===== src/rtl/issue_pair_sched_pkg.sv =====
// issue_pkg: shared opcode decode and types for the dual-issue pair scheduler
package issue_pkg;
    localparam logic [5:0] OP_RTYPE = 6'b000000;
    localparam logic [5:0] OP_J     = 6'b000010;
    localparam logic [5:0] OP_JAL   = 6'b000011;
    localparam logic [5:0] OP_BEQ   = 6'b000100;
    localparam logic [5:0] OP_BNE   = 6'b000101;
    localparam logic [5:0] OP_LW    = 6'b100011;
    localparam logic [5:0] OP_SW    = 6'b101011;
    localparam logic [5:0] FN_JR    = 6'b001000;
    localparam logic [31:0] NOP_INST = 32'h0000_0000;

    typedef enum logic {PAIR, REPLAY} state_t;

    typedef struct packed {
        logic       valid;
        logic [4:0] r;
    } dest_t;

    function automatic logic is_way0(input logic [31:0] inst);
        logic [5:0] op;
        op = inst[31:26];
        return (op == OP_RTYPE && inst[5:0] == FN_JR) ||
               (op inside {OP_BEQ, OP_BNE, OP_J, OP_JAL, OP_LW, OP_SW});
    endfunction

    // I-type ALU ops occupy opcodes 001xxx
    function automatic dest_t dest_reg(input logic [31:0] inst);
        logic [5:0] op;
        op = inst[31:26];
        return op == OP_RTYPE ? dest_t'{inst[5:0] != FN_JR, inst[15:11]} :
               (op == OP_LW || op[5:3] == 3'b001) ? dest_t'{1'b1, inst[20:16]} :
               op == OP_JAL ? dest_t'{1'b1, 5'd31} : dest_t'{1'b0, 5'd0};
    endfunction

    function automatic logic reads_rt(input logic [31:0] inst);
        return inst[31:26] inside {OP_RTYPE, OP_BEQ, OP_BNE, OP_SW};
    endfunction
endpackage


===== src/rtl/issue_pair_sched_if.sv =====
// issue_pair_sched_if: fetch-side pair input and issue-side slot outputs
interface issue_pair_sched_if #(parameter int CNT_W = 16);
    logic             fetch_valid;
    logic [31:0]      inst_0, pc_0, inst_1, pc_1;
    logic             pipe_stall, flush;
    logic [31:0]      iss_inst_0, iss_pc_0, iss_inst_1, iss_pc_1;
    logic             iss_valid_0, iss_valid_1;
    logic             fetch_stall;
    logic [CNT_W-1:0] split_cnt;

    modport master (
        output fetch_valid, inst_0, pc_0, inst_1, pc_1, pipe_stall, flush,
        input  iss_inst_0, iss_pc_0, iss_valid_0, iss_inst_1, iss_pc_1, iss_valid_1,
               fetch_stall, split_cnt
    );
    modport slave (
        input  fetch_valid, inst_0, pc_0, inst_1, pc_1, pipe_stall, flush,
        output iss_inst_0, iss_pc_0, iss_valid_0, iss_inst_1, iss_pc_1, iss_valid_1,
               fetch_stall, split_cnt
    );
endinterface


===== src/rtl/issue_pair_sched_hazard.sv =====
// pair_hazard_detect: flags pairs that cannot dual-issue; reason = {raw, structural}
module pair_hazard_detect import issue_pkg::*; (
    input  logic [31:0] inst_0,
    input  logic [31:0] inst_1,
    output logic        split,
    output logic [1:0]  reason
);
    dest_t d;
    assign d = dest_reg(inst_0);
    assign reason[0] = is_way0(inst_0) & is_way0(inst_1);
    assign reason[1] = d.valid & (d.r != 5'd0) &
                       ((d.r == inst_1[25:21]) | (reads_rt(inst_1) & (d.r == inst_1[20:16])));
    assign split = |reason;
endmodule


===== src/rtl/issue_pair_sched.sv =====
// issue_pair_sched: dual-issue pair scheduler that splits hazardous pairs and replays the younger
module issue_pair_sched import issue_pkg::*; #(
    parameter int          CNT_W = 16,
    parameter logic [31:0] NOP   = NOP_INST
) (
    input logic               clk,
    input logic               rst_n,
    issue_pair_sched_if.slave bus
);
    state_t           state;
    logic [31:0]      buf_inst, buf_pc;
    logic [CNT_W-1:0] cnt;
    logic             pair_split, split, take_pair;
    logic [1:0]       reason;

    pair_hazard_detect hazard (
        .inst_0(bus.inst_0),
        .inst_1(bus.inst_1),
        .split (pair_split),
        .reason(reason)
    );

    assign split = bus.fetch_valid & (pair_split | (|reason));
    assign take_pair = (state == PAIR) & bus.fetch_valid & ~split;
    assign bus.fetch_stall = (state == REPLAY) | bus.pipe_stall;
    assign bus.split_cnt = cnt;

    // flush shares the reset clearing path but leaves the split counter alone
    always_ff @(posedge clk) begin
        if (!rst_n || bus.flush) begin
            state           <= PAIR;
            buf_inst        <= NOP;
            buf_pc          <= '0;
            bus.iss_inst_0  <= NOP;
            bus.iss_pc_0    <= '0;
            bus.iss_valid_0 <= 1'b0;
            bus.iss_inst_1  <= NOP;
            bus.iss_pc_1    <= '0;
            bus.iss_valid_1 <= 1'b0;
            if (!rst_n) cnt <= '0;
        end else if (!bus.pipe_stall) begin
            state           <= (state == PAIR && split) ? REPLAY : PAIR;
            bus.iss_inst_0  <= state == REPLAY ? buf_inst : bus.fetch_valid ? bus.inst_0 : NOP;
            bus.iss_pc_0    <= state == REPLAY ? buf_pc : bus.fetch_valid ? bus.pc_0 : '0;
            bus.iss_valid_0 <= (state == REPLAY) | bus.fetch_valid;
            bus.iss_inst_1  <= take_pair ? bus.inst_1 : NOP;
            bus.iss_pc_1    <= take_pair ? bus.pc_1 : '0;
            bus.iss_valid_1 <= take_pair;
            if (state == PAIR && split) begin
                buf_inst <= bus.inst_1;
                buf_pc   <= bus.pc_1;
                cnt      <= &cnt ? cnt : cnt + CNT_W'(1);
            end
        end
    end
endmodule


===== src/flat_wrapper.sv =====
// flat-port wrapper written by rule: the top's interface ports become plain ports
module issue_pair_sched_flat import issue_pkg::*;
#(
    parameter int          CNT_W = 16,
    parameter logic [31:0] NOP   = NOP_INST
)
  (clk, rst_n, bus_fetch_valid, bus_inst_0, bus_pc_0, bus_inst_1, bus_pc_1, bus_pipe_stall, bus_flush, bus_iss_inst_0, bus_iss_pc_0, bus_iss_valid_0, bus_iss_inst_1, bus_iss_pc_1, bus_iss_valid_1, bus_fetch_stall, bus_split_cnt);
  issue_pair_sched_if #(.CNT_W(CNT_W)) bus_i ();
  input logic clk;
  input logic rst_n;
  input wire logic [$bits(bus_i.fetch_valid)-1:0] bus_fetch_valid;
  input wire logic [$bits(bus_i.inst_0)-1:0] bus_inst_0;
  input wire logic [$bits(bus_i.pc_0)-1:0] bus_pc_0;
  input wire logic [$bits(bus_i.inst_1)-1:0] bus_inst_1;
  input wire logic [$bits(bus_i.pc_1)-1:0] bus_pc_1;
  input wire logic [$bits(bus_i.pipe_stall)-1:0] bus_pipe_stall;
  input wire logic [$bits(bus_i.flush)-1:0] bus_flush;
  output wire logic [$bits(bus_i.iss_inst_0)-1:0] bus_iss_inst_0;
  output wire logic [$bits(bus_i.iss_pc_0)-1:0] bus_iss_pc_0;
  output wire logic [$bits(bus_i.iss_valid_0)-1:0] bus_iss_valid_0;
  output wire logic [$bits(bus_i.iss_inst_1)-1:0] bus_iss_inst_1;
  output wire logic [$bits(bus_i.iss_pc_1)-1:0] bus_iss_pc_1;
  output wire logic [$bits(bus_i.iss_valid_1)-1:0] bus_iss_valid_1;
  output wire logic [$bits(bus_i.fetch_stall)-1:0] bus_fetch_stall;
  output wire logic [$bits(bus_i.split_cnt)-1:0] bus_split_cnt;
  assign bus_i.fetch_valid = bus_fetch_valid;
  assign bus_i.inst_0 = bus_inst_0;
  assign bus_i.pc_0 = bus_pc_0;
  assign bus_i.inst_1 = bus_inst_1;
  assign bus_i.pc_1 = bus_pc_1;
  assign bus_i.pipe_stall = bus_pipe_stall;
  assign bus_i.flush = bus_flush;
  assign bus_iss_inst_0 = bus_i.iss_inst_0;
  assign bus_iss_pc_0 = bus_i.iss_pc_0;
  assign bus_iss_valid_0 = bus_i.iss_valid_0;
  assign bus_iss_inst_1 = bus_i.iss_inst_1;
  assign bus_iss_pc_1 = bus_i.iss_pc_1;
  assign bus_iss_valid_1 = bus_i.iss_valid_1;
  assign bus_fetch_stall = bus_i.fetch_stall;
  assign bus_split_cnt = bus_i.split_cnt;
  issue_pair_sched #(.CNT_W(CNT_W), .NOP(NOP)) u_core (.clk(clk), .rst_n(rst_n), .bus(bus_i));
endmodule

===== config.mk =====
export PLATFORM = sky130hd
export DESIGN_NAME = issue_pair_sched_flat
export DESIGN_NICKNAME = d
export VERILOG_FILES = /design/src/rtl/issue_pair_sched_pkg.sv /design/src/rtl/issue_pair_sched_if.sv /design/src/rtl/issue_pair_sched_hazard.sv /design/src/rtl/issue_pair_sched.sv /design/src/flat_wrapper.sv
export SDC_FILE = /design/constraint.sdc
export NUM_CORES = 1
export LEC_CHECK = 0
export CORE_MARGIN = 2
export CORE_UTILIZATION = 37
export CTS_CLUSTER_DIAMETER = 200
export CTS_CLUSTER_SIZE = 8
export DETAILED_ROUTE_END_ITERATION = 16
export DONT_BUFFER_PORTS = 1
export GPL_ROUTABILITY_DRIVEN = 1
export HOLD_SLACK_MARGIN = 0.12
export PLACE_DENSITY = 0.54
export SYNTH_ARGS = -nofsm -noshare
export SYNTH_HDL_FRONTEND = slang
export SYNTH_SLANG_ARGS = --single-unit

===== constraint.sdc =====
create_clock -name clk -period 3.5 [get_ports clk]
set_input_delay 0.525 -clock clk [delete_from_list [all_inputs] [get_ports clk]]
set_output_delay 0.525 -clock clk [all_outputs]
set_load 0.005 [all_outputs]

==> results.cfg <==
[status]
outcome = complete, no violations

[finish]
mostFrequentLayoutCells = dfxtp_1 (194), nand3_1 (137), o21ai_0 (129)
insertedDiodeCount = 0
nNetsFinal = 1274
design_area_mm2 = 0.0117
syn2layout_area_growth_pct = 15.2
layout-drive-gt1-share_pct = 6.55
final_common_cell = dfxtp_1

[cts]
ctsResizeCount = 0
cts_root_buf = clkbuf_16
cts_buffers = 30
cts_tree = built
cts.sinks = 211
clkTransAtPathRegs_ns = 0.06
htree_levels = 1
clkLatencyLatePin_ns = 0.57
cts_max_path_buffers = 3

[sta]
fin_hold_ws_ns = 0.141
fin_tns_setup_ns = 0
finalCriticalPeriod_ns = 2.70
hold_violations = 0
rsz0062_at_grt = no
fin_crit_sh_pct = 77.3
slew_headroom_pct = 39.0
setup_viol = 0
maxSlewViolCount = 0
tightest_slew_ns = 0.915
skew_ns = 0.0187
fmax_mhz = 370

[worst_setup_path]
crit_buf_inv = 0
cp_data_arrival_time_ns = 2.91
path_max_fanout = 16
slowest_stage = or4_4
worstSetupEndpointType = flip-flop
worstPathRequired_ns = 3.70
critPathLaunchType = input pin
crit_chain = or4_4 -> a31oi_2 -> a31oi_1 -> nor4_1 -> nand4_1 -> nand3_1 -> a21bo_2
worstSetupPathType = input pin to flip-flop
max_stage_delay_ns = 0.52
path_delay_family = simple AND/OR/NAND/NOR gates
r2r_setup_slack_ns = 1.28

[yosys]
synth_largest_area_cell = dfxtp_1
synthXorXnorAreaFrac_pct = 1.21
yosysUniqueCellTypes = 54
syn_area_per_cell_um2 = 8.77
synthSimpleGateAreaFrac_pct = 22.7
yosys.area_share.adder_pct = 0.124
ys.warnings.count = 0
muxShareOfSynthArea_pct = 0
async_flop_share_pct = 0
synth_top_family_by_area = compound AO/OA/AOI/OAI gates
synth-edff-count = 16
synth_compound_area_share_pct = 26.4
syn-cell-area_mm2 = 0.0101
yosys.area.top_type_share_pct = 38.6
synth_flop_cell = dfxtp_1
netlist_instances = 1153
ys_seq_area_share_pct = 43.3
ys_seq_elements = 211
synth_area_leaders = dfxtp_1 (39%), and3_1 (7.6%), nand3_1 (6.8%)
synth_fp_nets = 1287

[floorplan]
die_area_mm2 = 0.0287
die_h_um = 169
rows = 60
pin_count = 280
core_area_mm2 = 0.0269
start_util_pct = 37.6
die_width_um = 169

[placement]
routabilityCongestion = 0.812
placed_area_mm2 = 0.0102
hpwl_um = 22500
io_buffers = 0

[global_route]
grt_max_degree = 105
track_usage_pct = 24.5
grt_pass1_wl_um = 55600
gr-total-overflow = 0
antenna_found_initial = 1
first_global_vias = 8958

[detailed_routing]
drc = 0
m1WireLength_um = 16700
route.met2.wl_um = 16100
antenna_left = 0
route.met3.wl_um = 3140
via_count = 9463
viasPerCell = 6.37
routed_wl_um = 36800
routedWlPerCell_um = 24.8
routed.top_layer = met4
drt_iter0_markers = 776
drtPass1Iterations = 5

[worst_hold_path]
holdCritPathClass = input pin to flip-flop

[run]
drv_cap = 0

[power]
power_mw = 5.53
power.leakage_nw = 4.67
vdd_drop_max_mv = 0.332
powerDensity_mw_per_mm2 = 474
## where the power goes
| part | switching [mW] | leakage [nW] | internal [mW] |
|---|---|---|---|
| combinational | 0.224 | 2.54 | 0.168 |
| sequential | 0.0540 | 1.75 | 2.49 |
| clock | 1.08 | 0.383 | 1.52 |
| total | 1.36 | 4.67 | 4.17 |
## stage by stage
step                      utilization, %  setup slack, ns  cells
after detailed placement            38.0            0.264   1384
after global placement              38.0            0.284   1384
after global routing                43.4            0.620   1486
after CTS                           43.4            0.823   1486
final                               43.4            0.796   1486
after floorplan                        -            0.492   1153
## sequential cells by signal (all words and copies together) (netlist names)
name / cells
u_core.buf_inst: 32
u_core.buf_pc: 32
u_core.bus.iss_inst_0: 32
u_core.bus.iss_inst_1: 32
u_core.bus.iss_pc_0: 32
u_core.bus.iss_pc_1: 32
u_core.bus.split_cnt: 16
u_core.bus.iss_valid_0: 1
u_core.bus.iss_valid_1: 1
u_core.state: 1
## final cells by class
type	count	area (µm²)
multi-input cells	798	5150
repair buffers	88	861
flip-flops and latches	211	4390
well taps	341	427
clock buffers	35	769
clock inverters	2	23.8
inverters	11	41.3
fillers	2620	15200
## synth_stat cells, types with 2 or more instances
library cell	count
clkbuf_2	6
nor2_1	89
and2_1	2
nand4bb_1	2
o32ai_1	2
a22o_1	63
nand4_1	5
a31oi_1	9
a21o_1	2
a221o_1	63
o31a_1	3
nand3_1	137
a22oi_1	2
dfxtp_1	195
o21ai_0	129
nor2b_1	4
edfxtp_1	16
o22a_1	2
a32oi_1	63
and4_4	2
inv_1	11
buf_1	6
buf_6	9
o31ai_1	2
buf_2	9
nor4b_1	3
and3_1	123
nand2b_1	3
nor4_1	14
clkbuf_1	103
nor3_1	13
xnor2_1	5
a21oi_1	6
or3_1	9
nand2_1	11
or4b_2	4
xor2_1	9
## worst paths after layout
path | startpoint | endpoint | cells past startpoint
setup reg to reg | u_core.bus.split_cnt[0] | u_core.bus.split_cnt[5] | 6
hold reg to reg | u_core.bus.iss_valid_1 | u_core.bus.iss_valid_1 | 1
setup / recovery | bus_inst_0[26] | u_core.bus.split_cnt[5] | 7
hold / removal | bus_inst_1[30] | u_core.bus.iss_inst_1[30] | 2
## timing repair
item,in CTS,in global routing
setup buffers,0,0
hold buffers,65,0
endpoints found under the hold margin,66,0
## routing by layer
layer,up-vias,global-route usage (%)
met3,57,5.99
met1,4605,34.7
met4,0,5.98
li1,4413,-
met5,-,0
met2,388,37.3
## cell families (layout without fill, tap and decap cells)
group | Yosys count | after routing
fa+ha+maj | 1 | 1
simple gates | 426 | 426
flops | 211 | 211
compound gates | 357 | 357
buf+inv | 144 | 136
xor+xnor | 14 | 14
(Power assumes the default switching activity.)
